--- config.mk ---
export PLATFORM = sky130hd
export DESIGN_NAME = obi_mem_xbar
export DESIGN_NICKNAME = d
export VERILOG_FILES = /design/src/rtl/obi_mem_xbar.sv
export SDC_FILE = /design/constraint.sdc
export NUM_CORES = 1
export LEC_CHECK = 0
export CAP_MARGIN = 25
export CELL_PAD_IN_SITES_DETAIL_PLACEMENT = 2
export CELL_PAD_IN_SITES_GLOBAL_PLACEMENT = 2
export CORE_ASPECT_RATIO = 2
export CORE_MARGIN = 3
export CORE_UTILIZATION = 21
export DETAILED_ROUTE_END_ITERATION = 8
export PLACE_DENSITY = 0.79
export SYNTH_ARGS = -nofsm -noshare
export SYNTH_HDL_FRONTEND = slang
export SYNTH_SLANG_ARGS = --single-unit
--- constraint.sdc ---
create_clock -name clk_i -period 7.3 [get_ports clk_i]
set_input_delay 1.825 -clock clk_i [delete_from_list [all_inputs] [get_ports clk_i]]
set_output_delay 1.825 -clock clk_i [all_outputs]
set_load 0.05 [all_outputs]
--- src/rtl/obi_mem_xbar.sv ---
// obi_mem_xbar: N-master to M-slave req/gnt/rvalid crossbar with
// runtime address map, per-slave round-robin and decode-error target.
module obi_mem_xbar #(
  parameter int N_MASTER        = 2,
  parameter int N_SLAVE         = 2,
  parameter int ADDR_WIDTH      = 32,
  parameter int DATA_WIDTH      = 32,
  parameter int MAX_OUTSTANDING = 2
) (
  input  logic                           clk_i,
  input  logic                           rst_ni,
  input  logic [N_MASTER-1:0]            m_req_i,
  output logic [N_MASTER-1:0]            m_gnt_o,
  input  logic [N_MASTER*ADDR_WIDTH-1:0] m_addr_i,
  input  logic [N_MASTER-1:0]            m_we_i,
  input  logic [N_MASTER*DATA_WIDTH/8-1:0] m_be_i,
  input  logic [N_MASTER*DATA_WIDTH-1:0] m_wdata_i,
  output logic [N_MASTER-1:0]            m_rvalid_o,
  output logic [N_MASTER*DATA_WIDTH-1:0] m_rdata_o,
  output logic [N_MASTER-1:0]            m_err_o,
  output logic [N_SLAVE-1:0]             s_req_o,
  input  logic [N_SLAVE-1:0]             s_gnt_i,
  output logic [N_SLAVE*ADDR_WIDTH-1:0]  s_addr_o,
  output logic [N_SLAVE-1:0]             s_we_o,
  output logic [N_SLAVE*DATA_WIDTH/8-1:0] s_be_o,
  output logic [N_SLAVE*DATA_WIDTH-1:0]  s_wdata_o,
  input  logic [N_SLAVE-1:0]             s_rvalid_i,
  input  logic [N_SLAVE*DATA_WIDTH-1:0]  s_rdata_i,
  input  logic [N_SLAVE-1:0]             s_err_i,
  input  logic [N_SLAVE*ADDR_WIDTH-1:0]  start_addr_i,
  input  logic [N_SLAVE*ADDR_WIDTH-1:0]  end_addr_i
);

  localparam int BE_W = DATA_WIDTH / 8;
  localparam int NT   = N_SLAVE + 1;
  localparam int MW   = (N_MASTER > 1) ? $clog2(N_MASTER) : 1;
  localparam int TW   = $clog2(N_SLAVE + 1);
  localparam int CW   = $clog2(MAX_OUTSTANDING + 1);
  localparam int PW   = (MAX_OUTSTANDING > 1) ? $clog2(MAX_OUTSTANDING) : 1;
  localparam logic [CW-1:0] MAX_C  = CW'(MAX_OUTSTANDING);
  localparam logic [TW-1:0] ERR_T  = TW'(N_SLAVE);
  localparam logic [MW-1:0] LAST_M = MW'(N_MASTER - 1);
  localparam logic [PW-1:0] LAST_P = PW'(MAX_OUTSTANDING - 1);

  logic [CW-1:0] r_cnt  [N_MASTER];
  logic [TW-1:0] r_tgt  [N_MASTER];
  logic [MW-1:0] r_rr   [NT];
  logic [N_SLAVE-1:0] r_lock;
  logic [MW-1:0] r_lock_m [N_SLAVE];
  logic [MW-1:0] r_fifo [N_SLAVE][MAX_OUTSTANDING];
  logic [PW-1:0] r_wp   [N_SLAVE];
  logic [PW-1:0] r_rp   [N_SLAVE];
  logic [CW-1:0] r_fc   [N_SLAVE];
  logic          r_e_v;
  logic [MW-1:0] r_e_m;

  logic [TW-1:0]       w_dec  [N_MASTER];
  logic [NT-1:0]       w_open;
  logic [N_MASTER-1:0] w_elig [NT];
  logic [NT-1:0]       w_win_v;
  logic [MW-1:0]       w_win  [NT];
  logic [NT-1:0]       w_hs;
  logic [N_MASTER-1:0] w_gnt;
  logic [N_SLAVE-1:0]  w_pop;
  logic [MW-1:0]       w_head [N_SLAVE];
  logic [N_MASTER-1:0] w_rsp;

  // Lowest-indexed matching region wins, so scan downwards
  always_comb begin
    for (int m = 0; m < N_MASTER; m++) begin
      w_dec[m] = ERR_T;
      for (int k = N_SLAVE - 1; k >= 0; k--) begin
        if (m_addr_i[m*ADDR_WIDTH +: ADDR_WIDTH] >= start_addr_i[k*ADDR_WIDTH +: ADDR_WIDTH] &&
            m_addr_i[m*ADDR_WIDTH +: ADDR_WIDTH] <= end_addr_i[k*ADDR_WIDTH +: ADDR_WIDTH])
          w_dec[m] = TW'(k);
      end
    end
  end

  always_comb begin
    w_open = '1;
    for (int k = 0; k < N_SLAVE; k++) w_open[k] = (r_fc[k] != MAX_C);
    for (int t = 0; t < NT; t++) begin
      for (int m = 0; m < N_MASTER; m++) begin
        w_elig[t][m] = m_req_i[m] && (r_cnt[m] < MAX_C) &&
                       (r_cnt[m] == '0 || r_tgt[m] == TW'(t)) &&
                       (w_dec[m] == TW'(t)) && w_open[t];
      end
    end
  end

  always_comb begin
    w_win_v = '0;
    w_hs    = '0;
    w_gnt   = '0;
    for (int t = 0; t < NT; t++) begin
      w_win[t] = '0;
      for (int i = 0; i < N_MASTER; i++) begin
        if (!w_win_v[t] && w_elig[t][(int'(r_rr[t]) + i) % N_MASTER]) begin
          w_win_v[t] = 1'b1;
          w_win[t]   = MW'((int'(r_rr[t]) + i) % N_MASTER);
        end
      end
    end
    // A stalled request keeps its master until the slave grants it
    for (int k = 0; k < N_SLAVE; k++) begin
      if (r_lock[k]) begin
        w_win_v[k] = 1'b1;
        w_win[k]   = r_lock_m[k];
      end
      w_hs[k] = w_win_v[k] && s_gnt_i[k];
    end
    w_hs[N_SLAVE] = w_win_v[N_SLAVE];
    for (int t = 0; t < NT; t++) begin
      if (w_hs[t]) w_gnt[w_win[t]] = 1'b1;
    end
  end

  always_comb begin
    w_rsp = '0;
    w_pop = '0;
    for (int k = 0; k < N_SLAVE; k++) begin
      w_head[k] = r_fifo[k][r_rp[k]];
      w_pop[k]  = s_rvalid_i[k] && (r_fc[k] != '0);
      if (w_pop[k]) w_rsp[w_head[k]] = 1'b1;
    end
    if (r_e_v) w_rsp[r_e_m] = 1'b1;
  end

  always_comb begin
    m_gnt_o    = '0;
    m_rvalid_o = '0;
    m_rdata_o  = '0;
    m_err_o    = '0;
    s_req_o    = '0;
    s_addr_o   = '0;
    s_we_o     = '0;
    s_be_o     = '0;
    s_wdata_o  = '0;
    if (rst_ni) begin
      m_gnt_o    = w_gnt;
      m_rvalid_o = w_rsp;
      for (int k = 0; k < N_SLAVE; k++) begin
        s_req_o[k] = w_win_v[k];
        if (w_win_v[k]) begin
          s_addr_o[k*ADDR_WIDTH +: ADDR_WIDTH] =
            m_addr_i[int'(w_win[k])*ADDR_WIDTH +: ADDR_WIDTH];
          s_we_o[k] = m_we_i[w_win[k]];
          s_be_o[k*BE_W +: BE_W] = m_be_i[int'(w_win[k])*BE_W +: BE_W];
          s_wdata_o[k*DATA_WIDTH +: DATA_WIDTH] =
            m_wdata_i[int'(w_win[k])*DATA_WIDTH +: DATA_WIDTH];
        end
        if (w_pop[k]) begin
          m_rdata_o[int'(w_head[k])*DATA_WIDTH +: DATA_WIDTH] =
            s_rdata_i[k*DATA_WIDTH +: DATA_WIDTH];
          m_err_o[w_head[k]] = s_err_i[k];
        end
      end
      if (r_e_v) m_err_o[r_e_m] = 1'b1;
    end
  end

  always_ff @(posedge clk_i) begin
    if (!rst_ni) begin
      for (int m = 0; m < N_MASTER; m++) begin
        r_cnt[m] <= '0;
        r_tgt[m] <= '0;
      end
      for (int t = 0; t < NT; t++) r_rr[t] <= '0;
      for (int k = 0; k < N_SLAVE; k++) begin
        r_lock_m[k] <= '0;
        r_wp[k]     <= '0;
        r_rp[k]     <= '0;
        r_fc[k]     <= '0;
      end
      r_lock <= '0;
      r_e_v  <= 1'b0;
      r_e_m  <= '0;
    end else begin
      for (int m = 0; m < N_MASTER; m++) begin
        r_cnt[m] <= r_cnt[m] + CW'(w_gnt[m]) - CW'(w_rsp[m]);
        if (w_gnt[m]) r_tgt[m] <= w_dec[m];
      end
      for (int t = 0; t < NT; t++) begin
        if (w_hs[t]) r_rr[t] <= (w_win[t] == LAST_M) ? '0 : w_win[t] + 1'b1;
      end
      for (int k = 0; k < N_SLAVE; k++) begin
        if (w_hs[k]) begin
          r_lock[k] <= 1'b0;
          r_fifo[k][r_wp[k]] <= w_win[k];
          r_wp[k] <= (r_wp[k] == LAST_P) ? '0 : r_wp[k] + 1'b1;
        end else if (w_win_v[k]) begin
          r_lock[k]   <= 1'b1;
          r_lock_m[k] <= w_win[k];
        end
        if (w_pop[k]) r_rp[k] <= (r_rp[k] == LAST_P) ? '0 : r_rp[k] + 1'b1;
        r_fc[k] <= r_fc[k] + CW'(w_hs[k]) - CW'(w_pop[k]);
      end
      r_e_v <= w_hs[N_SLAVE];
      r_e_m <= w_win[N_SLAVE];
    end
  end

endmodule
* Yosys cells after proc, flatten, opt, wreduce, memory -nomap -nowiden
Memory sizes are Yosys's and may differ from the RTL's.
Index checks and enable logic that the tools add are counted.
** Word-level totals
- Bits in registers :: 4
- Memory bits (writable) :: 25
- Bits of input ports :: 340
- Output and inout bits :: 210
- Logic and storage cells :: 321
- Memories :: 8
** Cells by class
- $add $sub $neg :: 20
- Magnitude comparators :: 34
- Equal/unequal tests :: 10
- Shifts and indexed selects :: 10
- Mux-type cells :: 149
- Bitwise logic cells :: 30
- Reduce and logical (&&, ||, !) cells :: 56
** Memory list
- r_cnt :: words 2, bits a word 2, read ports 2, clocked after Yosys merged registers in 0, wr ports 2, RTL line 45 : logic [CW-1:0] r_cnt [N_MASTER];
- r_fc :: words 2, bits a word 2, read ports 2, clocked after Yosys merged registers in 0, wr ports 2, RTL line 53 : logic [CW-1:0] r_fc [N_SLAVE];
- r_fifo :: words 2, bits a word 2, read ports 2, clocked after Yosys merged registers in 0, wr ports 2, RTL line 50 : logic [MW-1:0] r_fifo [N_SLAVE][MAX_OUTSTANDING];
- r_tgt :: words 2, bits a word 2, read ports 2, clocked after Yosys merged registers in 0, wr ports 2, RTL line 46 : logic [TW-1:0] r_tgt [N_MASTER];
- r_rr :: words 3, bits a word 1, read ports 3, clocked after Yosys merged registers in 0, wr ports 3, RTL line 47 : logic [MW-1:0] r_rr [NT];
- r_lock_m :: words 2, bits a word 1, read ports 2, clocked after Yosys merged registers in 0, wr ports 2, RTL line 49 : logic [MW-1:0] r_lock_m [N_SLAVE];
- 2 more memories
** Operator list (number)
- two-way mux 64 bit :: 6
- variable part select 64 x 7 -> 32 bit :: 4
- >= comparator 32 bit :: 4
- less-or-equal comparator 32 bit :: 4
- two-way mux 32 bit :: 4
- variable shift 32 x 33 -> 64 bit, first input constant :: 2
- variable part select 32 x 33 -> 64 bit :: 2
- two-way mux 1 bit :: 98
- negation 6 -> 33 bit :: 2
- bitwise AND 64 bit :: 1
- bitwise mux 64 bit :: 1
- two-way mux 2 bit :: 28
- logical AND 1 bit :: 37
- less-than comparator 1 x 2 -> 1 bit, second input constant :: 9
- variable part select 8 x 4 -> 4 bit :: 2
- OR 1 bit :: 15
- zero test 2 bit :: 6
- adder 1 bit, second input constant :: 10
- OR 2 bit :: 5
- less-than comparator 2 x 3 -> 1 bit, second input constant :: 3
- adder 2 x 1 -> 2 bit :: 4
- demux 1 bit (select 1 bit) :: 8
- == test 2 x 1 -> 1 bit, second input constant :: 4
- == test 2 bit, second input constant :: 4
- other kinds (17) :: 46

* Logic depth before layout (Yosys ltp)
- Word-level depth :: 27
- Mapped depth :: 14
- Gate-level depth less buffers :: 14

* Least setup slack after synthesis
Ideal clock, no wire load.
- Path kind :: input -> output
- Start point :: input m_addr_i[0]
- End point :: output s_addr_o[32]
- Arrival :: 5.101 ns
- Slack :: 0.374 ns
- Stages on the path :: 11
- Buffers on the path :: 1
- Cell sequence :: inv_1 > ha_1 > nand2b_1 > a2111oi_0 > o21ai_0 > a2111oi_1 > o21ai_1 > a2111oi_4 > o31ai_4 > clkbuf_1 > a21oi_1
** On the way
- Word-level cells in the longest chain between the ends :: 17
** Ends and longest elaborated chain
- start: declaration :: RTL line 14 : input logic [N_MASTER*ADDR_WIDTH-1:0] m_addr_i,
- >= comparator 32 bit / less-or-equal comparator 32 bit (equally long branches) :: RTL line 73, 74
- logical AND 1 bit :: RTL line 73 : if (m_addr_i[m*ADDR_WIDTH +: ADDR_WIDTH] >= start_addr_i[k*ADDR_WIDTH +: ADDR_WIDTH] &&
- two-way mux 2 bit (2 in series) :: RTL line 73
- == test 2 x 1 -> 1 bit :: RTL line 87 : (w_dec[m] == TW'(t)) && w_open[t];
- logical AND 1 bit :: RTL line 86 : (r_cnt[m] == '0 || r_tgt[m] == TW'(t)) &&
- logical AND 1 bit :: RTL line 87
- two-way mux 1 bit (not written as such) (2 in series) :: RTL line 99 : if (!w_win_v[t] && w_elig[t][(int'(r_rr[t]) + i) % N_MASTER]) begin
- two-way mux 1 bit :: RTL line 99
- zero test 1 bit :: RTL line 99
- logical AND 1 bit :: RTL line 99
- two-way mux 1 bit :: RTL line 99
- two-way mux 1 bit :: RTL line 107 : if (r_lock[k]) begin
- variable part select 64 x 7 -> 32 bit :: RTL line 147 : m_addr_i[int'(w_win[k])*ADDR_WIDTH +: ADDR_WIDTH];
- two-way mux 32 bit * :: RTL line 145 : if (w_win_v[k]) begin
- two-way mux 64 bit * :: RTL line 140 : if (rst_ni) begin
- end: declaration :: RTL line 23 : output logic [N_SLAVE*ADDR_WIDTH-1:0] s_addr_o,
Mark *: on every way between the ends. The rest lies on a longest branch, timed or not. The select of a mux whose other input is x is not followed.

* Worst setup path in the final report
- Start point :: input end_addr_i[15]
- End point :: output s_wdata_o[20]
** On the way
- Word-level cells in the longest chain between the ends :: 16
** Ends and longest elaborated chain
- start: declaration :: RTL line 31 : input logic [N_SLAVE*ADDR_WIDTH-1:0] end_addr_i
- less-or-equal comparator 32 bit :: RTL line 74 : m_addr_i[m*ADDR_WIDTH +: ADDR_WIDTH] <= end_addr_i[k*ADDR_WIDTH +: ADDR_WIDTH])
- logical AND 1 bit :: RTL line 73
- two-way mux 2 bit :: RTL line 73
- zero test 2 bit :: RTL line 87
- logical AND 1 bit :: RTL line 86
- logical AND 1 bit :: RTL line 87
- two-way mux 1 bit (not written as such) (2 in series) :: RTL line 99
- two-way mux 1 bit :: RTL line 99
- zero test 1 bit :: RTL line 99
- logical AND 1 bit :: RTL line 99
- two-way mux 1 bit :: RTL line 99
- two-way mux 1 bit :: RTL line 107
- variable part select 64 x 7 -> 32 bit :: RTL line 151 : m_wdata_i[int'(w_win[k])*DATA_WIDTH +: DATA_WIDTH];
- two-way mux 32 bit * :: RTL line 145
- two-way mux 64 bit * :: RTL line 140
- end: declaration :: RTL line 26 : output logic [N_SLAVE*DATA_WIDTH-1:0] s_wdata_o,
Marked as above.

==> impl_metrics.toml <==
[worst_hold_path]
hold_class = "flop to flop"

[routing]
wirelength_um = 94700
drcViolationCount = 0
dr.pass1.iters = 6
drtIter0Drc = 771
wire_per_inst_um = 32.5
viasPerCell = 5.45
num_vias = 15900
ant_nets = 0

[placed_design]
dpl.hpwl_um = 68300
placed_cell_area_sq_um = 19900
port_buffers = 549
gp_congestion = 0.946

[die]
rows = 116
die_w_um = 165
start_util_pct = 21.3
die_area_sq_um = 53800
core_area_sq_um = 50200
io_pins = 550
die_y_um = 325

[sta]
slew_violations = 0
post-route-period-util_pct = 109
max_freq_mhz = 126
post-route-min-period_ns = 7.93
fin_setup_tns_ns = -35.39
skew_ns = 0.00404
setup_violations = 142
setup_ws_ns = -0.632
hold_viol_final = 0
relSlewSlack_pct = 13.5
worstMarginPinSlew_ns = 1.28
whs_ns = 0.587
rsz0062_at_grt = "true"

[logic_synthesis]
synth_ff_type = "edfxtp_1"
synth_edf_count = 17
syn_nets = 2042
yosysWarnings = 0
synth_top_area_share_pct = 30.7
synthArstFlopShare_pct = 0
synth.area.top_cells = "ha_1 31%, mux2i_1 13%, nor2_1 8.5%"
synth_top_cell_by_area = "ha_1"
yosysSeqAreaShare_pct = 7.03
synth_seq_cells = 29
synth.distinct_cells = 70
synth_common_cells = "262 x ha_1, 242 x nor2_1, 155 x inv_1"
synth_area_sq_um = 10700
synth_most_common_cell = "ha_1"
syn_area_per_cell_sq_um = 7.42
synthCells = 1440

[worst_setup_path]
cp_cell_sequence = "clkdlybuf4s50_1 -> inv_2 -> ha_4 -> buf_4 -> nand2_1 -> o21ai_0 -> o41a_1 -> or2_1 -> o32a_1 -> o21a_4 -> clkbuf_16 -> buf_4 -> mux2i_2 -> nor2_2 -> buf_12"
crit_family = "compound AO/OA/AOI/OAI gates"
cp-start-kind = "primary input"
crit_arrival_ns = 6.11
crit_type = "primary input to output pin"
end_kind = "output pin"
required_ns = 5.48
slowest_delay_ns = 1.00
cpMaxStageDelayCell = "o21ai_0"
cp_num_buf_inv = 6
path_max_fanout = 7
critPathMostFrequentCell = "buf_4"

[cts]
clk_latency_ns = 0.28
clock-sinks = 29
cts_tree = "built"
root_buffer = "clkbuf_16"
clkTransAtPathRegs_ns = 0.06
cts_max_level = 2
cts_buffer_depth = 2
cts_hold_buffers = 0
numCtsBuffers = 5

[layout]
fillCellCount = 5315
multi_input_area_sq_um = 10900
layout-area-overhead-vs-synth_pct = 112
design_area_sq_um = 22700
drive_gt1_share_pct = 33.6
nets = 2837
fin_util_pct = 45.2
seq_area_sq_um = 751

[power_and_ir_drop]
pwr_density_cell_nw_per_um2 = 156
ir_drop_mv = 0.0877
leakagePower_uw = 0.00977

[global_routing]
grt_pass1_wl_um = 114000
grt_pass1_vias = 17600
grt_max_degree = 40
grtUsageTotal_pct = 28.5
antenna_found_initial = 32
overflow = 0

[run_status]
status = "finished with violations"
violations = "negative setup slack"

[flow_run]
maxCapViolations = 0
## placed cells by master (no fill, tap or decap), types with 26 or more instances in the layout
master / n
diode_2: 31
buf_4: 254
nand4_1: 50
nor2_4: 40
inv_1: 130
mux2i_1: 71
a22oi_1: 65
clkdlybuf4s50_1: 333
o21ai_0: 30
ha_1: 220
nand3_1: 30
mux2i_2: 43
nor2_1: 146
nor2_2: 56
mux2i_4: 26
a21oi_1: 89
buf_6: 31
ha_4: 42
inv_2: 27
nand2_1: 77
dlygate4sd2_1: 49
buf_12: 142
## state kept, by name, summed over array words and instances (netlist names)
register  count
r_cnt         4
r_fc          4
r_lock        2
r_e_v         1
r_fifo        4
r_e_m         1
r_rr          3
r_tgt         4
r_wp          2
r_rp          2
r_lock_m      2
## layer usage
layer,vias to the layer above,wire [um],global-route usage [%]
met1,7679,29400,26.0
met5,-,51,0
met3,427,8550,7.51
met2,873,47100,53.4
met4,8,9620,19.3
li1,6896,-,-
## layout make-up
| class | instances | area share (%) |
|---|---|---|
| clock buffers | 5 | 0.551 |
| flip-flops and latches | 29 | 3.31 |
| multi-input cells | 1198 | 48.1 |
| clock inverters | 3 | 0.287 |
| diodes | 31 | 0.342 |
| well taps | 649 | 3.58 |
| inverters | 158 | 2.64 |
| repair buffers | 843 | 41.2 |
## through the flow
stage               setup WS (ns)  cells  power, uW
finish                     -0.632   2916       3530
global route               -0.616   2906       3700
CTS                       0.00115   2857       3210
detailed placement         -0.567   2822       2790
global placement           -0.476   2822       2690
floorplan                   0.374   1440       1530
## repair_timing
item | in CTS | in global routing
resized for setup | 240 | 259
buffers inserted | 26 | 24
endpoints found under the setup margin | 142 | 135
gates cloned | 1 | 4
pin swaps | 48 | 44
## tightest hold or removal path, stage by stage (launching register included)
cell,delay [ns]
dfxtp_1,0.38
xnor2_1,0.09
nor2_1,0.08
## worst paths after layout
kind | start | end | slack, ns | cells past startpoint
setup / recovery | end_addr_i[15] | s_wdata_o[20] | -0.63 | 15
hold / removal | r_fc[0][1]$_SDFF_PN0_ | r_fc[0][1]$_SDFF_PN0_ | 0.59 | 2
setup reg to reg | r_fc[0][3]$_SDFF_PN0_ | r_cnt[0][3]$_SDFF_PN0_ | 4.51 | 12
hold reg to reg | r_fc[0][1]$_SDFF_PN0_ | r_fc[0][1]$_SDFF_PN0_ | 0.59 | 2
## kinds of logic (layout without fill, tap and decap cells)
family	after synthesis	count (layout)	share of synthesized area, %
xor gates and xnor gates	6	6	0.492
other	0	31	0
muxes	141	141	13.2
AOI/OAI and AO/OA	310	310	20.2
and+or+nand+nor	479	479	20.2
buffers and inverters	213	1009	8.20
DFF	29	29	7.03
adders and majority gates	262	262	30.7
## where the power goes
part           switching, uW  internal, uW
Combinational           1690          1300
Clock                   82.3           195
Sequential              35.2           224
(Power assumes the default switching activity.)
